`src/rtl/mem_ctrl_if.sv`:
```
// Signal bundle between the fetch / load-store requesters, mem_ctrl and the byte-wide RAM.
// The slave modport is the controller's view; master is the environment (requesters + RAM).
interface mem_ctrl_if #(
    parameter int ADDR_W = 17
);
    logic              if_req;
    logic [31:0]       if_addr;
    logic              if_ok;
    logic [31:0]       if_data;
    logic              ls_req;
    logic              ls_we;
    logic [1:0]        ls_len;
    logic [31:0]       ls_addr;
    logic [31:0]       ls_wdata;
    logic              ls_ok;
    logic [31:0]       ls_rdata;
    logic [ADDR_W-1:0] mem_a;
    logic              mem_wr;
    logic [7:0]        mem_dout;
    logic [7:0]        mem_din;

    modport slave (
        input  if_req, if_addr, ls_req, ls_we, ls_len, ls_addr, ls_wdata, mem_din,
        output if_ok, if_data, ls_ok, ls_rdata, mem_a, mem_wr, mem_dout
    );

    modport master (
        output if_req, if_addr, ls_req, ls_we, ls_len, ls_addr, ls_wdata, mem_din,
        input  if_ok, if_data, ls_ok, ls_rdata, mem_a, mem_wr, mem_dout
    );
endinterface

```
`src/rtl/mem_ctrl.sv`:
```
// Byte-serial controller turning fetch words and 1/2/4-byte load/stores into 8-bit RAM cycles.
// Load/store wins arbitration; results are assembled little-endian and flagged by a one-cycle ok.
module mem_ctrl #(
    parameter int ADDR_W = 17
) (
    input logic       clk,
    input logic       rst,
    mem_ctrl_if.slave bus
);
    typedef enum logic [1:0] {IDLE, READ, WRITE, DONE} state_t;

    state_t            state, state_nxt;
    logic [2:0]        cnt, cnt_nxt;
    logic [2:0]        len_n, len_nxt;
    logic              owner_ls, owner_nxt;
    logic [31:0]       base, base_nxt;
    logic [31:0]       wdata, wdata_nxt;
    logic [31:0]       asm_buf, asm_nxt;
    logic              if_ok_nxt, ls_ok_nxt, mem_wr_nxt;
    logic [31:0]       if_data_nxt, ls_rdata_nxt;
    logic [ADDR_W-1:0] mem_a_nxt;
    logic [7:0]        mem_dout_nxt;
    logic [1:0]        rd_idx;
    logic [31:0]       merged;

    function automatic logic [ADDR_W-1:0] addr_at(input logic [31:0] b, input logic [2:0] k);
        return ADDR_W'(b + {29'd0, k});
    endfunction

    function automatic logic [2:0] len_decode(input logic [1:0] code);
        case (code)
            2'b00:   return 3'd1;
            2'b01:   return 3'd2;
            default: return 3'd4;
        endcase
    endfunction

    function automatic logic [7:0] get_byte(input logic [31:0] w, input logic [1:0] idx);
        return w[{idx, 3'b000} +: 8];
    endfunction

    function automatic logic [31:0] put_byte(input logic [31:0] w, input logic [1:0] idx,
                                             input logic [7:0] b);
        logic [31:0] r;
        r = w;
        r[{idx, 3'b000} +: 8] = b;
        return r;
    endfunction

    // In READ, cnt counts cycles from 1; the byte on mem_din at cycle cnt belongs to index cnt-2.
    assign rd_idx = cnt[1:0] - 2'd2;
    assign merged = put_byte(asm_buf, rd_idx, bus.mem_din);

    always_comb begin
        state_nxt    = state;
        cnt_nxt      = cnt;
        len_nxt      = len_n;
        owner_nxt    = owner_ls;
        base_nxt     = base;
        wdata_nxt    = wdata;
        asm_nxt      = asm_buf;
        if_ok_nxt    = 1'b0;
        ls_ok_nxt    = 1'b0;
        if_data_nxt  = bus.if_data;
        ls_rdata_nxt = bus.ls_rdata;
        mem_a_nxt    = bus.mem_a;
        mem_wr_nxt   = 1'b0;
        mem_dout_nxt = bus.mem_dout;
        case (state)
            IDLE: begin
                mem_a_nxt = '0;
                cnt_nxt   = 3'd0;
                if (bus.ls_req) begin
                    base_nxt  = bus.ls_addr;
                    len_nxt   = len_decode(bus.ls_len);
                    owner_nxt = 1'b1;
                    wdata_nxt = bus.ls_wdata;
                    asm_nxt   = 32'd0;
                    cnt_nxt   = 3'd1;
                    mem_a_nxt = addr_at(bus.ls_addr, 3'd0);
                    if (bus.ls_we) begin
                        state_nxt    = WRITE;
                        mem_wr_nxt   = 1'b1;
                        mem_dout_nxt = bus.ls_wdata[7:0];
                    end else begin
                        state_nxt = READ;
                    end
                end else if (bus.if_req) begin
                    base_nxt  = bus.if_addr;
                    len_nxt   = 3'd4;
                    owner_nxt = 1'b0;
                    asm_nxt   = 32'd0;
                    cnt_nxt   = 3'd1;
                    mem_a_nxt = addr_at(bus.if_addr, 3'd0);
                    state_nxt = READ;
                end
            end
            READ: begin
                cnt_nxt = cnt + 3'd1;
                if (cnt < len_n) mem_a_nxt = addr_at(base, cnt);
                if (cnt >= 3'd2) asm_nxt = merged;
                if (cnt == len_n + 3'd1) begin
                    state_nxt = DONE;
                    if (owner_ls) begin
                        ls_ok_nxt    = 1'b1;
                        ls_rdata_nxt = merged;
                    end else begin
                        if_ok_nxt   = 1'b1;
                        if_data_nxt = merged;
                    end
                end
            end
            WRITE: begin
                if (cnt < len_n) begin
                    mem_wr_nxt   = 1'b1;
                    mem_a_nxt    = addr_at(base, cnt);
                    mem_dout_nxt = get_byte(wdata, cnt[1:0]);
                    cnt_nxt      = cnt + 3'd1;
                end else begin
                    state_nxt = DONE;
                    ls_ok_nxt = 1'b1;
                end
            end
            DONE: begin
                state_nxt = IDLE;
                cnt_nxt   = 3'd0;
                mem_a_nxt = '0;
            end
            default: state_nxt = IDLE;
        endcase
    end

    always_ff @(posedge clk) begin
        if (rst) begin
            state        <= IDLE;
            cnt          <= 3'd0;
            bus.if_ok    <= 1'b0;
            bus.if_data  <= 32'd0;
            bus.ls_ok    <= 1'b0;
            bus.ls_rdata <= 32'd0;
            bus.mem_a    <= '0;
            bus.mem_wr   <= 1'b0;
            bus.mem_dout <= 8'd0;
        end else begin
            state        <= state_nxt;
            cnt          <= cnt_nxt;
            bus.if_ok    <= if_ok_nxt;
            bus.if_data  <= if_data_nxt;
            bus.ls_ok    <= ls_ok_nxt;
            bus.ls_rdata <= ls_rdata_nxt;
            bus.mem_a    <= mem_a_nxt;
            bus.mem_wr   <= mem_wr_nxt;
            bus.mem_dout <= mem_dout_nxt;
        end
    end

    // Transaction latches are only consulted after an IDLE acceptance, so they carry no reset.
    always_ff @(posedge clk) begin
        len_n    <= len_nxt;
        owner_ls <= owner_nxt;
        base     <= base_nxt;
        wdata    <= wdata_nxt;
        asm_buf  <= asm_nxt;
    end
endmodule

```
`src/flat_wrapper.sv`:
```
// flat-port wrapper written by rule: the top's interface ports become plain ports
module mem_ctrl_flat 
#(
    parameter int ADDR_W = 17
)
  (clk, rst, bus_if_req, bus_if_addr, bus_ls_req, bus_ls_we, bus_ls_len, bus_ls_addr, bus_ls_wdata, bus_mem_din, bus_if_ok, bus_if_data, bus_ls_ok, bus_ls_rdata, bus_mem_a, bus_mem_wr, bus_mem_dout);
  mem_ctrl_if #(.ADDR_W(ADDR_W)) bus_i ();
  input logic clk;
  input logic rst;
  input wire logic [$bits(bus_i.if_req)-1:0] bus_if_req;
  input wire logic [$bits(bus_i.if_addr)-1:0] bus_if_addr;
  input wire logic [$bits(bus_i.ls_req)-1:0] bus_ls_req;
  input wire logic [$bits(bus_i.ls_we)-1:0] bus_ls_we;
  input wire logic [$bits(bus_i.ls_len)-1:0] bus_ls_len;
  input wire logic [$bits(bus_i.ls_addr)-1:0] bus_ls_addr;
  input wire logic [$bits(bus_i.ls_wdata)-1:0] bus_ls_wdata;
  input wire logic [$bits(bus_i.mem_din)-1:0] bus_mem_din;
  output wire logic [$bits(bus_i.if_ok)-1:0] bus_if_ok;
  output wire logic [$bits(bus_i.if_data)-1:0] bus_if_data;
  output wire logic [$bits(bus_i.ls_ok)-1:0] bus_ls_ok;
  output wire logic [$bits(bus_i.ls_rdata)-1:0] bus_ls_rdata;
  output wire logic [$bits(bus_i.mem_a)-1:0] bus_mem_a;
  output wire logic [$bits(bus_i.mem_wr)-1:0] bus_mem_wr;
  output wire logic [$bits(bus_i.mem_dout)-1:0] bus_mem_dout;
  assign bus_i.if_req = bus_if_req;
  assign bus_i.if_addr = bus_if_addr;
  assign bus_i.ls_req = bus_ls_req;
  assign bus_i.ls_we = bus_ls_we;
  assign bus_i.ls_len = bus_ls_len;
  assign bus_i.ls_addr = bus_ls_addr;
  assign bus_i.ls_wdata = bus_ls_wdata;
  assign bus_i.mem_din = bus_mem_din;
  assign bus_if_ok = bus_i.if_ok;
  assign bus_if_data = bus_i.if_data;
  assign bus_ls_ok = bus_i.ls_ok;
  assign bus_ls_rdata = bus_i.ls_rdata;
  assign bus_mem_a = bus_i.mem_a;
  assign bus_mem_wr = bus_i.mem_wr;
  assign bus_mem_dout = bus_i.mem_dout;
  mem_ctrl #(.ADDR_W(ADDR_W)) u_core (.clk(clk), .rst(rst), .bus(bus_i));
endmodule
```
`config.mk`:
```
export PLATFORM = sky130hd
export DESIGN_NAME = mem_ctrl_flat
export DESIGN_NICKNAME = d
export VERILOG_FILES = /design/src/rtl/mem_ctrl_if.sv /design/src/rtl/mem_ctrl.sv /design/src/flat_wrapper.sv
export SDC_FILE = /design/constraint.sdc
export NUM_CORES = 1
export LEC_CHECK = 0
export BUFFER_PORTS_ARGS = -buffer_cell sky130_fd_sc_hd__buf_2
export CAP_MARGIN = 20
export CORE_MARGIN = 5
export CORE_UTILIZATION = 57
export CTS_CLUSTER_DIAMETER = 120
export CTS_CLUSTER_SIZE = 20
export DETAILED_ROUTE_END_ITERATION = 12
export GPL_TIMING_DRIVEN = 0
export PLACE_DENSITY = 0.85
export SYNTH_ARGS = -nofsm -noshare
export SYNTH_HDL_FRONTEND = slang
export SYNTH_SLANG_ARGS = --single-unit
```
`constraint.sdc`:
```
create_clock -name clk -period 7.8 [get_ports clk]
set_clock_uncertainty 0.15 [all_clocks]
set_input_delay 0.39 -clock clk [delete_from_list [all_inputs] [get_ports clk]]
set_output_delay 0.39 -clock clk [all_outputs]
set_load 0.01 [all_outputs]
```
* Yosys cells after proc, flatten, opt, wreduce, memory -nomap -nowiden
Index checks and enable logic that the tools add are counted.
** Storage, ports and cells
- Register bits :: 182
- Bits of input ports :: 111
- Logic and storage cells :: 92
** Operators by class
- $add $sub $neg :: 5
- Order comparisons :: 2
- Eq/ne operators :: 13
- Shift-type cells :: 3
- Muxes and demuxes :: 38
- Bitwise logic cells :: 3
- Reductions and logical operators :: 14
** Operators by type and width (count)
- 2-to-1 mux 32 bit :: 3
- 2-to-1 mux 17 bit :: 5
- case mux 32 bit (2 select lines) :: 1
- case mux 17 bit (3 select lines) :: 1
- bitwise mux 32 bit :: 1
- variable shift 8 x 7 -> 32 bit, first input constant :: 1
- variable part select 32 x 6 -> 8 bit :: 1
- variable part select 8 x 7 -> 32 bit :: 1
- 2-to-1 mux 8 bit :: 3
- adder 17 x 3 -> 17 bit :: 1
- case mux 8 bit (2 select lines) :: 1
- 2-to-1 mux 3 bit :: 4
- case mux 3 bit (4 select lines) :: 1
- AND reduction 3 bit :: 4
- 2-to-1 mux 2 bit :: 5
- 2-to-1 mux 1 bit :: 9
- inequality test 2 x 1 -> 1 bit, second input constant :: 4
- case mux 2 bit (4 select lines) :: 1
- negation 5 -> 7 bit :: 1
- adder 3 x 1 -> 3 bit, second input constant :: 2
- inequality test 2 bit, second input constant :: 3
- case mux 3 bit (2 select lines) :: 1
- nonzero test 2 bit :: 3
- equality test 2 x 1 -> 1 bit, second input constant :: 2
- other kinds (13) :: 19

* Depth between registers and ports, before layout
- Depth after elaboration :: 6
- Depth in mapped cells :: 10

* Least setup slack after synthesis
Ideal clock, no wire load.
- Path type :: reg-to-reg
- From :: reg u_core.cnt[0]
- To :: reg u_core.asm_buf[0] (enable)
- Setup time :: 0.470 ns
- Arrival :: 3.488 ns
- Setup slack :: 3.692 ns
- Cell stages (with the launch flop) :: 6
- Clock period less this slack :: 4.108 ns
- Cell sequence :: dfxtp_1 > buf_6 > inv_1 > ha_1 > nor3_1 > a211oi_1
** Between the ends
- Longest elaborated chain between the ends :: 3
** Ends and longest elaborated chain
- from (decl) :: RTL line mem_ctrl.sv:13 : logic [2:0] cnt, cnt_nxt;
- from (signal assigned) :: RTL line mem_ctrl.sv:146 : cnt <= cnt_nxt;
- >= comparator 3 x 2 -> 1 bit :: RTL line mem_ctrl.sv:101 : if (cnt >= 3'd2) asm_nxt = merged;
- inequality test 2 x 1 -> 1 bit (no source line)
- AND reduction 3 bit (no source line)
- to (signal assigned) :: RTL line mem_ctrl.sv:163 : asm_buf <= asm_nxt;
- to (decl) :: RTL line mem_ctrl.sv:18 : logic [31:0] asm_buf, asm_nxt;
Every way passes these cells.
A chain may end at the register's enable or synchronous reset.

* Worst setup path after layout
- From :: reg u_core.cnt[1]
- To :: reg u_core.bus.ls_rdata[25]
** Between the ends
- Longest elaborated chain between the ends :: 4
- Elaborated cells between the ends (all ways) :: 7
- Those cells by class :: 2 x add/sub; 1 x eq/ne; 2 x shift; 1 x mux; 1 x reduce/logical
** Ends and longest elaborated chain
- subtractor 2 bit :: RTL line mem_ctrl.sv:51 : assign rd_idx = cnt[1:0] - 2'd2;
- negation 5 -> 7 bit :: RTL line mem_ctrl.sv:46 : r[{idx, 3'b000} +: 8] = b;
- variable part select 8 x 7 -> 32 bit or variable shift 8 x 7 -> 32 bit (tied branches) :: RTL line mem_ctrl.sv:46
- bitwise mux 32 bit :: RTL line mem_ctrl.sv:46
- to (signal assigned) :: RTL line mem_ctrl.sv:150 : bus.ls_rdata <= ls_rdata_nxt;
- to (decl) :: RTL line mem_ctrl_if.sv:24 : output if_ok, if_data, ls_ok, ls_rdata, mem_a, mem_wr, mem_dout
Several ways; a longest one is shown, not always the timed one.

==> results.tsv <==
stage	metric	value	unit
sta	timing_worst_slew_pin_value	879	ps
placement	dp.cells	1033	
floorplan	dieArea	16300	sq um
sta	fmax	294	MHz
sta	drv_slew	0	
grt	met1_usage	0.313	
placement	pre_cts_ws	4410	ps
clock_tree	clk-insertion-delay-late	440	ps
placement	place_congestion	0.809	
logic_synthesis	netlist_area	7870	sq um
hold_path	hold_path.class	input port to flip-flop	
grt	antenna_found_initial	0	
clock_tree	clock_sinks	182	
power	leakage	3.96	nW
clock_tree	clk_pin_slew	70	ps
logic_synthesis	yosys.area.top_type	edfxtp_1	
setup_path	crit_arrival	3600	ps
floorplan	start_util	0.574	
sta	finalCritPeriodShare	0.437	
sta	holdWs	11.1	ps
logic_synthesis	synth_cell_type_count	49	
clock_tree	cts_tree	yes	
placement	dp_hpwl	14.1	mm
finish	fin_cells	1095	
logic_synthesis	avgSynthCellArea	11.6	sq um
clock_tree	cts_buffer_depth	2	
finish	syn_to_final_growth	26.2	%
setup_path	endpoint_kind	flip-flop	
grt	overflow	0	
logic_synthesis	yosysWarnings	0	
logic_synthesis	syn_inst	679	
setup_path	startpoint_type	flip-flop	
setup_path	critical_path_class	flip-flop to flip-flop	
clock_tree	postCtsSetupBuffers	0	
logic_synthesis	async_flop_share	0	
finish	final_nets	1030	
clock_tree	cts-htree-levels	4	
grt	grt_max_degree	21	
power	p_clk_frac	0.261	
sta	rsz0062_at_grt	no	
power	switching_share	0.338	
logic_synthesis	syn_nets	807	
finish	drive_above_1_share	0.296	
grt	grtUsageMet2	0.442	
logic_synthesis	synth_top_cell_area_share	0.324	
finish	num_antenna_cells	0	
sta	relSlewSlack	0.409	
sta	hold_viol_final	0	
grt	grt_usage	0.255	
floorplan	die_h	128	microns
grt	grt_pass1_vias	6185	
power	p_sw	1.11	mW
logic_synthesis	synthTopCellsByArea	edfxtp_1, dfxtp_1, nor2_1	
status	status	completed	
sta	fin_ws	4390	ps
detailed_routing	wl	20.6	mm
sta	finalSetupViolCount	0	
power	power.internal	2.18	mW
placement	io_buffer_count	171	
power	powerDensity	331	nW/um^2
floorplan	rows	43	
logic_synthesis	yosys_most_used_dff	dfxtp_1	
power	p_comb_frac	0.311	
sta	setup_tns	0	ps
detailed_routing	drc_errors	0	
grt	grt_use_met3	0.0606	
detailed_routing	first_pass_iters	6	
clock_tree	clockRootBuffer	clkbuf_16	
detailed_routing	vias	6299	
floorplan	die_w	128	microns
grt	gr-max-usage-layer	met2	
detailed_routing	drtAntennaViolNets	0	
clock_tree	cts_resized	0	
power	p_seq_frac	0.428	
grt	grt_pass1_wl	32.3	mm
floorplan	ios	203	
setup_path	cp_max_fo	10	
logic_synthesis	synth-edff-count	85	
flow_run	maxCapViolCount	0	
detailed_routing	wl_per_cell	18.8	microns
detailed_routing	viasPerCell	5.75	
clock_tree	numCtsBuffers	17	
floorplan	core	13700	sq um
power	peakVddDrop	0.183	mV
detailed_routing	drt_first_iter_violations	505	
setup_path	critPathRequiredTime	7990	ps
sta	min_period	3410	ps
logic_synthesis	seq_area_frac_synth	0.571	
logic_synthesis	synth_seq_cells	182	
==> sequential cells by signal, summed over array words and instances (netlist names) <==
register and cells:
u_core.asm_buf 32, u_core.base 17, u_core.bus.if_data 32, u_core.bus.if_ok 1, u_core.bus.ls_ok 1, u_core.bus.ls_rdata 32
u_core.bus.mem_a 17, u_core.bus.mem_dout 8, u_core.bus.mem_wr 1, u_core.cnt 3, u_core.len_n 3, u_core.owner_ls 1
u_core.state 2, u_core.wdata 32
==> placed cells by master, fill, tap and decap left out, types with 3 or more instances in the layout <==
cell type and n:
buf_2 177, nor2_1 119, dfxtp_1 97, edfxtp_1 85, a21oi_1 51, a211oi_1 47
nor2b_1 35, dlygate4sd3_1 30, a211oi_2 22, clkbuf_1 20, clkbuf_16 20, nor3_1 19
mux2_2 16, ha_1 16, a221oi_1 15, inv_1 14, xor2_1 11, a311oi_1 10
buf_6 9, nand2_1 9, mux2i_1 8, nor3b_1 6, nand3_1 6, o21ai_0 5
mux4_1 5, buf_4 4, nand2b_1 4, inv_6 4, buf_1 3, xnor2_1 3
and3_1 3, o21ai_1 3, mux4_2 3, clkinv_4 3
==> routing by layer <==
metal	vias up	part of all wire	routed length (microns)
li1	2952	-	-
met2	289	0.50	10400
met5	-	0	0
met4	0	0.026	536
met1	3002	0.39	8030
met3	56	0.082	1680
==> power by group through the flow <==
stage	clock network [mW]	registers (mW)	logic (mW)
floorplan	0	1.44	0.636
global placement	0	1.42	0.928
detailed placement	0	1.42	0.998
CTS	0.854	1.40	1.02
global route	0.906	1.43	1.12
finish	0.856	1.41	1.02
==> metrics by stage <==
| stage | cell area, sq um | total power, mW | util |
|---|---|---|---|
| CTS | 9930 | 3.27 | 0.724 |
| floorplan | 7870 | 2.07 | - |
| global route | 9930 | 3.45 | 0.724 |
| detailed placement | 9030 | 2.42 | 0.658 |
| global placement | 8950 | 2.35 | 0.652 |
| finish | 9930 | 3.28 | 0.724 |
==> cells in the mapped netlist, types with 11 or more instances <==
| cell | number |
|---|---|
| a211oi_1 | 48 |
| a211oi_2 | 22 |
| a21oi_1 | 51 |
| a221oi_1 | 15 |
| clkbuf_1 | 20 |
| dfxtp_1 | 97 |
| edfxtp_1 | 85 |
| ha_1 | 16 |
| inv_1 | 14 |
| mux2_2 | 16 |
| nor2_1 | 119 |
| nor2b_1 | 35 |
| nor3_1 | 19 |
| xor2_1 | 11 |
==> cells by family (layout without fill, tap and decap cells) <==
logic type	Yosys count	after routing	share of synthesized area
simple gates	212	212	0.130
flops	182	182	0.571
compound gates	163	163	0.155
buf+inv	58	294	0.0393
mux	32	32	0.0583
fa+ha+maj	17	17	0.0280
xor+xnor	15	15	0.0184
==> path summary, 6_finish.rpt <==
check,from,end,slack (ps),cells after the start
worst max register to register,u_core.cnt[1]$_SDFFE_PP0P_,u_core.bus.ls_rdata[25]$_SDFFE_PP0P_,4390,7
worst min-delay path,bus_ls_wdata[5],u_core.wdata[5]$_DFFE_PP_,10,1
worst max-delay path,u_core.cnt[1]$_SDFFE_PP0P_,u_core.bus.ls_rdata[25]$_SDFFE_PP0P_,4390,7
worst min register to register,u_core.bus.mem_a[5]$_SDFFE_PP0P_,u_core.bus.mem_a[5]$_SDFFE_PP0P_,350,2
==> what timing repair did <==
action	in CTS	in global routing
hold endpoints to repair	30	0
hold buffers	30	0
setup endpoints to repair	0	0
==> worst max-delay path, cell delays in order, from the launching register on <==
cell,delay (ps)
dfxtp_1,630
buf_1,610
inv_1,150
ha_1,440
nand2_1,70
nor3_1,680
a21oi_1,310
a211oi_1,280
==> final cells by class <==
type	instances	area, sq um
Fill cell	958	3790
Clock inverter	11	82.6
Sequential cell	182	4490
Multi-Input combinational cell	439	3080
Clock buffer	21	514
Inverter	15	56.3
Timing Repair Buffer	204	1230
Buffer	43	253
Tap cell	180	225
Power figures use the tool's default switching activity.
